<file path="config.mk">
export PLATFORM = sky130hd
export DESIGN_NAME = adc_conv_scheduler
export DESIGN_NICKNAME = d
export VERILOG_FILES = /design/src/rtl/adc_conv_scheduler.sv
export SDC_FILE = /design/constraint.sdc
export NUM_CORES = 1
export LEC_CHECK = 0
export CAP_MARGIN = 20
export CORE_UTILIZATION = 35
export CTS_CLUSTER_DIAMETER = 120
export DETAILED_ROUTE_END_ITERATION = 8
export GPL_TIMING_DRIVEN = 0
export PLACE_DENSITY_LB_ADDON = 0.08
export SLEW_MARGIN = 20
export SYNTH_ARGS = -nofsm -noshare
export SYNTH_HDL_FRONTEND = slang
export SYNTH_SLANG_ARGS = --single-unit
</file>
<file path="constraint.sdc">
create_clock -name clk_i -period 2.6 [get_ports clk_i]
set_clock_uncertainty 0.1 [all_clocks]
set_input_delay 0.39 -clock clk_i [delete_from_list [all_inputs] [get_ports clk_i]]
set_output_delay 0.39 -clock clk_i [all_outputs]
set_load 0.03 [all_outputs]
</file>
<file path="src/rtl/adc_conv_scheduler.sv">
// -----------------------------------------------------------------------------
// adc_conv_scheduler
// Schedules a successive-approximation ADC core at a fixed sample rate. Each
// sample tick starts a burst of 2^OSR_LOG2 conversions. The results are summed
// and the truncated average is presented on a valid/ready stream.
//
// Ports
//   clk_i          : clock
//   reset_ni       : asynchronous active-low reset
//   enable_i       : run the tick counter and schedule bursts
//   conv_start_o   : one-cycle pulse, SAR core begins one conversion
//   conv_done_i    : one-cycle pulse, conv_data_i is valid
//   conv_data_i    : conversion result
//   sample_o       : averaged sample
//   sample_valid_o : sample_o valid, held until accepted
//   sample_ready_i : downstream accepts when valid & ready
//   busy_o         : burst in progress
//   overrun_o      : sticky, a sample was overwritten or a tick was missed
//   timeout_o      : sticky, a conversion timed out
//   clr_flags_i    : clears overrun_o and timeout_o (a same-cycle set wins)
// -----------------------------------------------------------------------------
module adc_conv_scheduler #(
    parameter int DATA_W   = 14,
    parameter int CLK_DIV  = 1500,
    parameter int OSR_LOG2 = 2,
    parameter int TIMEOUT  = 1023
) (
    input  logic              clk_i,
    input  logic              reset_ni,
    input  logic              enable_i,
    output logic              conv_start_o,
    input  logic              conv_done_i,
    input  logic [DATA_W-1:0] conv_data_i,
    output logic [DATA_W-1:0] sample_o,
    output logic              sample_valid_o,
    input  logic              sample_ready_i,
    output logic              busy_o,
    output logic              overrun_o,
    output logic              timeout_o,
    input  logic              clr_flags_i
);

    localparam int ACC_W  = DATA_W + OSR_LOG2;
    localparam int TICK_W = (CLK_DIV > 1) ? $clog2(CLK_DIV) : 1;
    localparam int WDOG_W = (TIMEOUT > 0) ? $clog2(TIMEOUT + 1) : 1;
    localparam int CNT_W  = (OSR_LOG2 > 0) ? OSR_LOG2 : 1;

    localparam logic [TICK_W-1:0] TICK_RELOAD = TICK_W'(CLK_DIV - 1);
    localparam logic [WDOG_W-1:0] WDOG_LOAD   = WDOG_W'(TIMEOUT);
    localparam logic [CNT_W-1:0]  CNT_LAST    = CNT_W'((1 << OSR_LOG2) - 1);

    typedef enum logic [1:0] {
        ST_IDLE   = 2'd0,
        ST_START  = 2'd1,
        ST_WAIT   = 2'd2,
        ST_OUTPUT = 2'd3
    } state_t;

    // Truncating average: dropping the OSR_LOG2 low bits divides the sum by
    // the number of conversions in the burst.
    function automatic logic [DATA_W-1:0] acc_average(input logic [ACC_W-1:0] acc);
        return acc[ACC_W-1:OSR_LOG2];
    endfunction

    state_t              state_q, state_d;
    logic [TICK_W-1:0]   tick_cnt_q, tick_cnt_d;
    logic [ACC_W-1:0]    acc_q, acc_d;
    logic [CNT_W-1:0]    cnt_q, cnt_d;
    logic [WDOG_W-1:0]   wdog_q, wdog_d;
    logic [DATA_W-1:0]   sample_q, sample_d;
    logic                valid_q, valid_d;
    logic                overrun_q, overrun_d;
    logic                timeout_q, timeout_d;
    logic                conv_start_q, conv_start_d;
    logic                busy_q, busy_d;

    logic                tick_s;
    logic                load_s;
    logic                timeout_set_s;
    logic                overrun_set_s;

    // Sample-rate tick counter: held at reload while disabled.
    always_comb begin
        tick_s     = enable_i && (tick_cnt_q == '0);
        tick_cnt_d = tick_cnt_q;
        if (!enable_i) begin
            tick_cnt_d = TICK_RELOAD;
        end else if (tick_s) begin
            tick_cnt_d = TICK_RELOAD;
        end else begin
            tick_cnt_d = tick_cnt_q - TICK_W'(1);
        end
    end

    // Burst sequencer: next state, accumulator, conversion count, watchdog.
    always_comb begin
        state_d       = state_q;
        acc_d         = acc_q;
        cnt_d         = cnt_q;
        wdog_d        = wdog_q;
        load_s        = 1'b0;
        timeout_set_s = 1'b0;
        case (state_q)
            ST_IDLE: begin
                if (tick_s) begin
                    state_d = ST_START;
                    acc_d   = '0;
                    cnt_d   = '0;
                end else begin
                    state_d = ST_IDLE;
                end
            end
            ST_START: begin
                wdog_d  = WDOG_LOAD;
                state_d = ST_WAIT;
            end
            ST_WAIT: begin
                if (conv_done_i) begin
                    acc_d = acc_q + ACC_W'(conv_data_i);
                    // A burst interrupted by enable_i is abandoned once the
                    // conversion already in flight has returned.
                    if (!enable_i) begin
                        state_d = ST_IDLE;
                    end else if (cnt_q == CNT_LAST) begin
                        state_d = ST_OUTPUT;
                    end else begin
                        cnt_d   = cnt_q + CNT_W'(1);
                        state_d = ST_START;
                    end
                end else if (wdog_q == '0) begin
                    timeout_set_s = 1'b1;
                    state_d       = ST_IDLE;
                end else begin
                    wdog_d = wdog_q - WDOG_W'(1);
                end
            end
            ST_OUTPUT: begin
                load_s  = 1'b1;
                state_d = ST_IDLE;
            end
            default: begin
                state_d = ST_IDLE;
            end
        endcase
    end

    // Output stage and sticky flags; set events take priority over clear.
    always_comb begin
        sample_d      = sample_q;
        valid_d       = valid_q;
        overrun_set_s = (tick_s && (state_q != ST_IDLE)) ||
                        (load_s && valid_q && !sample_ready_i);
        if (load_s) begin
            sample_d = acc_average(acc_q);
            valid_d  = 1'b1;
        end else if (valid_q && sample_ready_i) begin
            valid_d = 1'b0;
        end else begin
            valid_d = valid_q;
        end

        if (overrun_set_s) begin
            overrun_d = 1'b1;
        end else if (clr_flags_i) begin
            overrun_d = 1'b0;
        end else begin
            overrun_d = overrun_q;
        end

        if (timeout_set_s) begin
            timeout_d = 1'b1;
        end else if (clr_flags_i) begin
            timeout_d = 1'b0;
        end else begin
            timeout_d = timeout_q;
        end

        conv_start_d = (state_d == ST_START);
        busy_d       = (state_d != ST_IDLE);
    end

    // State and output registers.
    always_ff @(posedge clk_i or negedge reset_ni) begin
        if (!reset_ni) begin
            state_q      <= ST_IDLE;
            tick_cnt_q   <= TICK_RELOAD;
            acc_q        <= '0;
            cnt_q        <= '0;
            wdog_q       <= '0;
            sample_q     <= '0;
            valid_q      <= 1'b0;
            overrun_q    <= 1'b0;
            timeout_q    <= 1'b0;
            conv_start_q <= 1'b0;
            busy_q       <= 1'b0;
        end else begin
            state_q      <= state_d;
            tick_cnt_q   <= tick_cnt_d;
            acc_q        <= acc_d;
            cnt_q        <= cnt_d;
            wdog_q       <= wdog_d;
            sample_q     <= sample_d;
            valid_q      <= valid_d;
            overrun_q    <= overrun_d;
            timeout_q    <= timeout_d;
            conv_start_q <= conv_start_d;
            busy_q       <= busy_d;
        end
    end

    assign conv_start_o   = conv_start_q;
    assign busy_o         = busy_q;
    assign sample_o       = sample_q;
    assign sample_valid_o = valid_q;
    assign overrun_o      = overrun_q;
    assign timeout_o      = timeout_q;

endmodule

</file>
==> Yosys cells after proc, flatten, opt, wreduce, memory -nomap -nowiden <==
Index checks and enable logic that the tools add are counted.
{ "word_totals": {"ff_bits": 60, "latchBits": 0, "ramBits": 0, "mem_bits_ro": 0, "inputBits": 20, "out_inout_bits": 19, "wordCells": 74, "n_memories": 0} }
{ "op_classes": {"addsub": 4, "mul": 0, "div_mod_pow": 0, "order_cmp": 0, "eq_ne": 11, "shift": 0, "mux": 28, "bitwise_logic": 0, "n_reduce_logical": 20} }
{ "op_table": {"columns": ["cell", "count"], "rows": [
  ["$mux W16", 2],
  ["$pmux W16 S2", 1],
  ["$mux W11", 2],
  ["$mux W10", 2],
  ["$pmux W10 S2", 1],
  ["$add A16 B14 Y16", 1],
  ["$mux W2", 8],
  ["$reduce_bool A2 Y1", 7],
  ["$ne A2 B2 Y1 const B", 6],
  ["$logic_not A11 Y1", 1],
  ["$sub A11 B1 Y11 const B", 1],
  ["$logic_not A10 Y1", 1],
  ["$mux W1", 10],
  ["$sub A10 B1 Y10 const B", 1],
  ["$pmux W2 S4", 1],
  ["$eq A2 B2 Y1 const B", 3],
  ["$reduce_and A3 Y1", 2],
  ["$logic_and A1 B1 Y1", 5],
  ["$reduce_and A5 Y1", 1],
  ["$eq A2 B1 Y1 const B", 2],
  ["$pmux W2 S2", 1],
  ["$add A2 B1 Y2 const B", 1],
  ["$logic_not A2 Y1", 1],
  ["$logic_not A1 Y1", 1],
  ["$logic_or A1 B1 Y1", 1]
]} }

==> Logic depth before layout (Yosys ltp) <==
Gate-level depths: netlist of run 1.
{ "depth": {"word_depth": 6, "mapped_depth": 11, "depth_no_buf": 9} }

==> Worst setup path after synthesis of run 1 <==
Ideal clock, no wire load.
{ "synth_path": {"path_type": "in2reg", "start": "in conv_data_i[0]", "end": "reg acc_q[14]", "setup_ns": 0.119, "arrival_time_ns": 2.084, "required_time_ns": 2.381, "path_slack_ns": 0.297, "path_stages": 9, "n_path_buf": 0, "path_cell_list": "ha_1 inv_1 fa_1 nor2b_1 o31a_1 o31ai_1 a211o_1 and3_1 o21a_1"} }
{ "synth_between": {"elab_chain_len": 3} }
{ "synth_lines": {"columns": ["element", "line", "text"], "rows": [
  ["start: declaration", "33", "input logic [DATA_W-1:0] conv_data_i,"],
  ["$add A16 B14 Y16", "119", "acc_d = acc_q + ACC_W'(conv_data_i);"],
  ["$mux W16", "118", "if (conv_done_i) begin"],
  ["$pmux W16 S2", "103", "case (state_q)"],
  ["end signal: assignment", "187", "acc_q <= '0;"],
  ["end signal: assignment", "199", "acc_q <= acc_d;"],
  ["end: declaration", "67", "logic [ACC_W-1:0] acc_q, acc_d;"]
]} }
No other way between the ends. The select of a mux whose other input is x is not followed.
A chain may end at the register's enable or synchronous reset.

==> Worst setup path in the final report of run 1 <==
Ends and elaborated chain as after synthesis.

==> flow_summary_export.csv, run 1 <==
group,metric,value,unit
clock_tree,cts.sinks,60,
timing,fin_crit,2.46,ns
yosys,synth_top_area_share,38.0,%
timing,slew_headroom,56.5,%
layout,regArea,1510,um2
timing,finalCritPeriodShare,94.7,%
power,total_power,2890,uW
run,maxCapViolCount,0,
grt,grt_pass1_vias,2629,
floorplan,coreArea,9370,um2
setup_path,critical_path_class,"in -> reg",
power,internal-power,1950,uW
yosys,synth_warnings,0,
power,peakVddDrop,0.257,mV
drt,wl_met1,3690,um
hold_path,hold_class,"in -> async",
grt,grt_usage,16.2,%
timing,finalHoldViolCount,0,
clock_tree,cts_buffers,9,
yosys,syn-num-nets,381,
drt,drtIter0Drc,62,
yosys,seq_area_frac_synth,44.2,%
power,power_frac_clock,30.2,%
timing,worst_slack,0.139,ns
yosys,synth_commonest_cells,"nand2_1, dfrtp_1, ha_1",
drt,ant_nets,0,
placed_design,port_buffers,38,
yosys,ys.flop_type,"dfrtp_1",
setup_path,critical_path_arrival,2.60,ns
drt,met2_length,3490,um
placed_design,hpwl,5400,um
timing,worstMarginPinSlew,0.652,ns
floorplan,die_h,101,um
drt,met3_length,288,um
clock_tree,cts_htree_levels,3,
yosys,ys_async_sr_fraction,100,%
yosys,synth-seq-cells,60,
yosys,yosysTopAreaCell,"dfrtp_1",
yosys,ys_types,52,
timing,max_freq,0.406,GHz
power,switchingPower,944,uW
yosys,synth-edff-count,0,
setup_path,cp_cell_sequence,"clkdlybuf4s50_1 > ha_1 > inv_1 > fa_1 > nor2b_2 > o31a_1 > o31ai_2 > a211o_1 > and3_1 > o21a_1",
grt,grt_max_degree,45,
setup_path,crit_path_start_kind,"input port",
drt,wl,7510,um
floorplan,die_w,101,um
drt,wire_per_inst,14.2,um
timing,setup_viol,0,
drt,top_layer_used,"met4",
layout,multiInputGateArea,1800,um2
grt,grt_overflow_total,0,
drt,routed_via_density,4.88,
setup_path,crit_path_max_incr_delay,0.46,ns
layout,fillCellCount,947,
clock_tree,cts_tree,"built",
clock_tree,root_buffer,"clkbuf_8",
clock_tree,cts_max_path_buffers,2,
drt,first_pass_iters,4,
yosys,synthCells,341,
layout,n_antenna_cell,0,
setup_path,path_max_fanout,4,
setup_path,r2r_start,"tick_cnt_q[0]$_DFF_PN1_",
power,comb_power_share,29.9,%
power,power_density,682,nW/um2
timing,rsz0062_at_grt,"false",
yosys,syn_area,3420,um2
clock_tree,clk_latency,0.34,ns
yosys,synth.area.top_cells,"dfrtp_1, ha_1, dfstp_2",
placed_design,pre_cts_ws,-0.411,ns
setup_path,cp_slowest_cell,"clkdlybuf4s50_1",
layout,final_nets,436,
power,switching_share,32.6,%
floorplan,num_rows,35,
setup_path,cp_data_required_time,2.74,ns
layout,area_growth,23.9,%
layout,drive_gt1_share,14.7,%
floorplan,start_util,36.5,%
run_status,status,"complete, no violations",
grt,grt_pass1_wl,12600,um
drt,drc,0,
yosys,avgSynthCellArea,10.0,um2
setup_path,critPathCaptureType,"flop",
power,leakage,0.00183,uW
yosys,synth_most_common_cell,"nand2_1",
placed_design,place.gp.congestion,0.786,
setup_path,crit_start,"conv_data_i[0]",
grt,antenna_found_initial,0,
power,seqPwrFrac,39.9,%
drt,vias,2587,
timing,slew_violations,0,
floorplan,dieArea,10200,um2
floorplan,pin_count,39,
clock_tree,clkTransAtPathRegs,0.08,ns
==> stage by stage <==
step	hold slack, ns	std cells	util, %	TNS [ns]	cell area, um2
floorplan	-0.00559	341	-	0	3420
CTS	0.356	526	44.9	0	4210
finish	0.354	530	45.2	0	4240
global route	0.358	530	45.2	0	4240
global placement	0.375	508	42.3	-58.64	3970
detailed placement	0.182	509	42.6	-0.838	3990
==> cells in the final DEF (no fill, tap or decap), types with 3 or more instances in the layout <==
cell / count
nand3_1: 9
clkbuf_1: 7
mux2_2: 14
nor2_1: 15
clkdlybuf4s50_1: 37
dfrtp_1: 52
and3_1: 3
or3_1: 5
o21a_1: 4
and2_1: 5
o21ai_0: 15
o31ai_1: 6
a21oi_1: 12
a211o_1: 5
xnor2_1: 14
nor2b_1: 4
buf_4: 5
xor2_1: 11
mux2i_1: 3
dfstp_2: 8
o21ai_1: 5
nand2_1: 53
buf_6: 3
nand2b_1: 4
ha_1: 19
inv_1: 15
nor3_1: 9
a21o_1: 7
clkbuf_8: 11
==> final timing paths <==
path	to	slack, ns	cells after the start
max	acc_q[14]$_DFFE_PN0P_	0.14	10
min	acc_q[10]$_DFFE_PN0P_	0.35	2
max reg2reg	acc_q[2]$_DFFE_PN0P_	0.26	11
min reg2reg	acc_q[15]$_DFFE_PN0P_	0.39	1
max in group asynchronous	tick_cnt_q[7]$_DFF_PN1_	1.49	3
min in group clk_i	acc_q[15]$_DFFE_PN0P_	0.39	1
==> power by group through the flow <==
stage / clock network (uW) / logic (uW) / registers, uW
final: 875 / 864 / 1150
after global routing: 943 / 985 / 1170
after CTS: 914 / 859 / 1150
after detailed placement: 0 / 846 / 1170
after global placement: 0 / 832 / 1170
after floorplan: 0 / 641 / 1160
==> cells by family after synthesis <==
| family | after synthesis | share of synthesized area [%] |
|---|---|---|
| and+or+nand+nor | 123 | 18.4 |
| buffers and inverters | 25 | 3.44 |
| muxes | 17 | 5.48 |
| AOI/OAI and AO/OA | 71 | 14.6 |
| adders and majority gates | 20 | 7.53 |
| DFF | 60 | 44.2 |
| xor gates and xnor gates | 25 | 6.40 |
==> registers in the layout, indices dropped and copies added (netlist names) <==
name	cells
timeout_o	1
sample_valid_o	1
conv_start_o	1
acc_q	16
cnt_q	2
overrun_o	1
tick_cnt_q	11
busy_o	1
state_q	2
wdog_q	10
sample_o	14
==> per-layer routing <==
layer  vias to the layer above  track usage [%]
li1                       1311                -
met1                      1235             20.5
met2                        39             26.8
met3                         2             4.58
met4                         0             4.68
met5                         -                0
==> timing repair <==
item,CTS,global route
endpoints found under the setup margin,1,1
hold buffers,1,0
setup buffers,0,4
gates resized for setup,1,1
pin swaps,0,2
hold endpoints to repair,16,0
==> final cells by class <==
cell class / count / area share, %
buffer: 10 / 1.45
clock buffer: 12 / 3.66
clock inverter: 4 / 1.12
inverter: 15 / 1.33
multi-input combinational: 256 / 42.5
sequential: 60 / 35.6
tap: 129 / 3.81
timing repair buffer: 44 / 10.5
==> worst max-delay path: cells and delay by family <==
kind,cells,cell delay (ns)
compound gates,4,0.80
fa+ha+maj,2,0.56
buf+inv,2,0.52
simple gates,2,0.33
(Power assumes the default switching activity.)
==> run 2, diff against run 1 <==
--- a/config.mk
+++ b/config.mk
@@ -6,11 +6,14 @@
 export NUM_CORES = 1
 export LEC_CHECK = 0
 export CAP_MARGIN = 20
+export CELL_PAD_IN_SITES_DETAIL_PLACEMENT = 1
+export CELL_PAD_IN_SITES_GLOBAL_PLACEMENT = 1
 export CORE_UTILIZATION = 35
 export CTS_CLUSTER_DIAMETER = 120
 export DETAILED_ROUTE_END_ITERATION = 8
 export GPL_TIMING_DRIVEN = 0
 export PLACE_DENSITY_LB_ADDON = 0.08
+export RECOVER_POWER = 100
 export SLEW_MARGIN = 20
 export SYNTH_ARGS = -nofsm -noshare
 export SYNTH_HDL_FRONTEND = slang
==> run 2 against run 1 <==
Effect of this change:
- hold slack better by 0.036 ns
- sequential power hardly changed
- worst setup slack better by 0.012 ns
- global-route usage is 1.6 points higher
- sequential share of layout area is 0.63 points higher
- wire length is 7.8% higher
- clock power is 15% lower
- sequential cell count stayed put
- critical endpoint unchanged
- largest power group unchanged
==> flow_summary_export.csv, run 2 (synthesized netlist as in run 1, its figures left out) <==
group,metric,value,unit
setup_path,crit_path_start_kind,"input port",
hold_path,hold_class,"reg -> reg",
layout,largest_register_ffs,16,
timing,fin_crit,2.45,ns
floorplan,die_h,101,um
drt,wl,8100,um
floorplan,die_w,101,um
grt,grt_pass1_vias,2841,
floorplan,num_rows,35,
floorplan,dieArea,10200,um2
timing,rsz0062_at_grt,"false",
run_status,status,"complete, no violations",
timing,setup_viol,0,
drt,wire_per_inst,15.3,um
setup_path,critPathCaptureType,"flop",
clock_tree,cts_max_path_buffers,2,
grt,grt_usage,17.7,%
setup_path,cp_data_required_time,2.73,ns
drt,routed_via_density,5.03,
layout,fillCellCount,1092,
setup_path,critical_path_class,"in -> reg",
drt,drc,0,
layout,final_nets,435,
layout,top_register,"acc_q",
layout,n_antenna_cell,0,
layout,area_growth,21.7,%
layout,regArea,1510,um2
setup_path,crit_buf_inv,2,
grt,grt_pass1_wl,13900,um
timing,finalCritPeriodShare,94.2,%
setup_path,cp_slowest_cell,"clkdlybuf4s50_1",
clock_tree,root_buffer,"clkbuf_8",
drt,ant_nets,0,
drt,vias,2660,
clock_tree,clk_latency,0.34,ns
layout,multiInputGateArea,1800,um2
placed_design,place.gp.congestion,0.799,
grt,antenna_found_initial,0,
clock_tree,cts_buffers,9,
floorplan,pin_count,39,
floorplan,start_util,36.5,%
run,maxCapViolCount,0,
power,leakage,0.00184,uW
placed_design,hpwl,5960,um
setup_path,cp_cell_sequence,"clkdlybuf4s50_1 > ha_2 > inv_1 > fa_2 > nor2b_2 > o31a_1 > o31ai_2 > a211o_1 > and3_1 > o21a_1",
timing,slew_violations,0,
setup_path,path_max_fanout,3,
drt,first_pass_iters,4,
power,total_power,2780,uW
clock_tree,clkTransAtPathRegs,0.07,ns
setup_path,critical_path_arrival,2.58,ns
layout,drive_gt1_share,13.5,%
clock_tree,cts_htree_levels,3,
clock_tree,cts_tree,"built",
grt,grt_overflow_total,0,
drt,drtIter0Drc,52,
grt,grt_max_degree,48,
setup_path,cpLargestDelayFamily,"compound AO/OA/AOI/OAI gates",
layout,layout_common_cells,"nand2_1, dfrtp_1, dlygate4sd3_1, ha_1, clkdlybuf4s50_1",
power,power_density,667,nW/um2
timing,slew_headroom,48.1,%
timing,finalHoldViolCount,0,
timing,worstMarginPinSlew,0.778,ns
placed_design,port_buffers,38,
timing,max_freq,0.408,GHz
layout,layout_commonest_cell,"nand2_1",
clock_tree,cts.sinks,60,
power,peakVddDrop,0.195,mV
layout,final_util,44.5,%
floorplan,coreArea,9370,um2
setup_path,crit_path_max_incr_delay,0.47,ns
==> run 2: cell count changes in the layout (fill, tap and decap cells not counted), sizes merged <==
cell / delta
clkdlybuf4s50: -19
clkbuf: +3
dlygate4sd3: +19
buf: -4
bufinv: -1
clkinvlp: +1
==> run 2: worst paths after layout <==
kind	startpoint	depth (start not counted)	slack, ns	end
min reg2reg	acc_q[15]$_DFFE_PN0P_	1	0.39	acc_q[15]$_DFFE_PN0P_
min in group asynchronous	reset_ni	2	0.56	sample_o[5]$_DFFE_PN0P_
max	conv_data_i[0]	10	0.15	acc_q[14]$_DFFE_PN0P_
max reg2reg	tick_cnt_q[0]$_DFF_PN1_	11	0.18	acc_q[9]$_DFFE_PN0P_
max in group asynchronous	reset_ni	3	0.63	timeout_o$_DFFE_PN0P_
min	acc_q[15]$_DFFE_PN0P_	1	0.39	acc_q[15]$_DFFE_PN0P_
==> run 2: layout make-up <==
type / count / area share (%)
Tap cell: 129 / 3.87
Clock buffer: 12 / 3.48
Clock inverter: 4 / 0.601
Timing Repair Buffer: 43 / 9.94
Multi-Input combinational cell: 256 / 43.2
Inverter: 15 / 1.35
Sequential cell: 60 / 36.3
Buffer: 10 / 1.29
==> run 2: timing repair <==
action | 4_1_cts | 5_1_grt
gates cloned | 0 | 0
endpoints found under the hold margin | 13 | 0
buffers inserted | 2 | 1
gates resized for setup | 1 | 3
hold buffers | 1 | 0
pin swaps | 1 | 1
setup endpoints to repair | 1 | 1
==> run 2: per-stage QoR <==
| step | instances | hold slack (ns) | setup WS (ns) | area [um2] | setup TNS [ns] |
|---|---|---|---|---|---|
| floorplan | 341 | -0.00559 | 0.297 | 3420 | 0 |
| global placement | 508 | 0.373 | -1.11 | 3970 | -61.55 |
| detailed placement | 509 | 0.164 | -0.513 | 3990 | -1.40 |
| CTS | 528 | 0.344 | 0.0358 | 4190 | 0 |
| global route | 529 | 0.420 | 0.0193 | 4170 | 0 |
| finish | 529 | 0.390 | 0.151 | 4170 | 0 |
==> run 2: report_power, final <==
part	internal, uW	switching (uW)
Sequential	1050	103
Combinational	400	480
Clock	369	374
Total	1820	957
==> run 2: layer usage <==
| metal | global-route usage, % | wire length [um] | vias to the layer above |
|---|---|---|---|
| met3 | 3.68 | 199 | 6 |
| met1 | 22.3 | 3780 | 1316 |
| met4 | 5.02 | 75 | 0 |
| li1 | - | - | 1307 |
| met5 | 0 | 0 | - |
| met2 | 30.8 | 4040 | 31 |
==> run 3, diff against run 2 <==
--- a/config.mk
+++ b/config.mk
@@ -5,7 +5,8 @@
 export SDC_FILE = /design/constraint.sdc
 export NUM_CORES = 1
 export LEC_CHECK = 0
-export CAP_MARGIN = 20
+export ABC_AREA = 0
+export CAP_MARGIN = 10
 export CELL_PAD_IN_SITES_DETAIL_PLACEMENT = 1
 export CELL_PAD_IN_SITES_GLOBAL_PLACEMENT = 1
 export CORE_UTILIZATION = 35
==> results of run 3 <==
No change in the layout: final DEF, timing and power equal those of run 2.
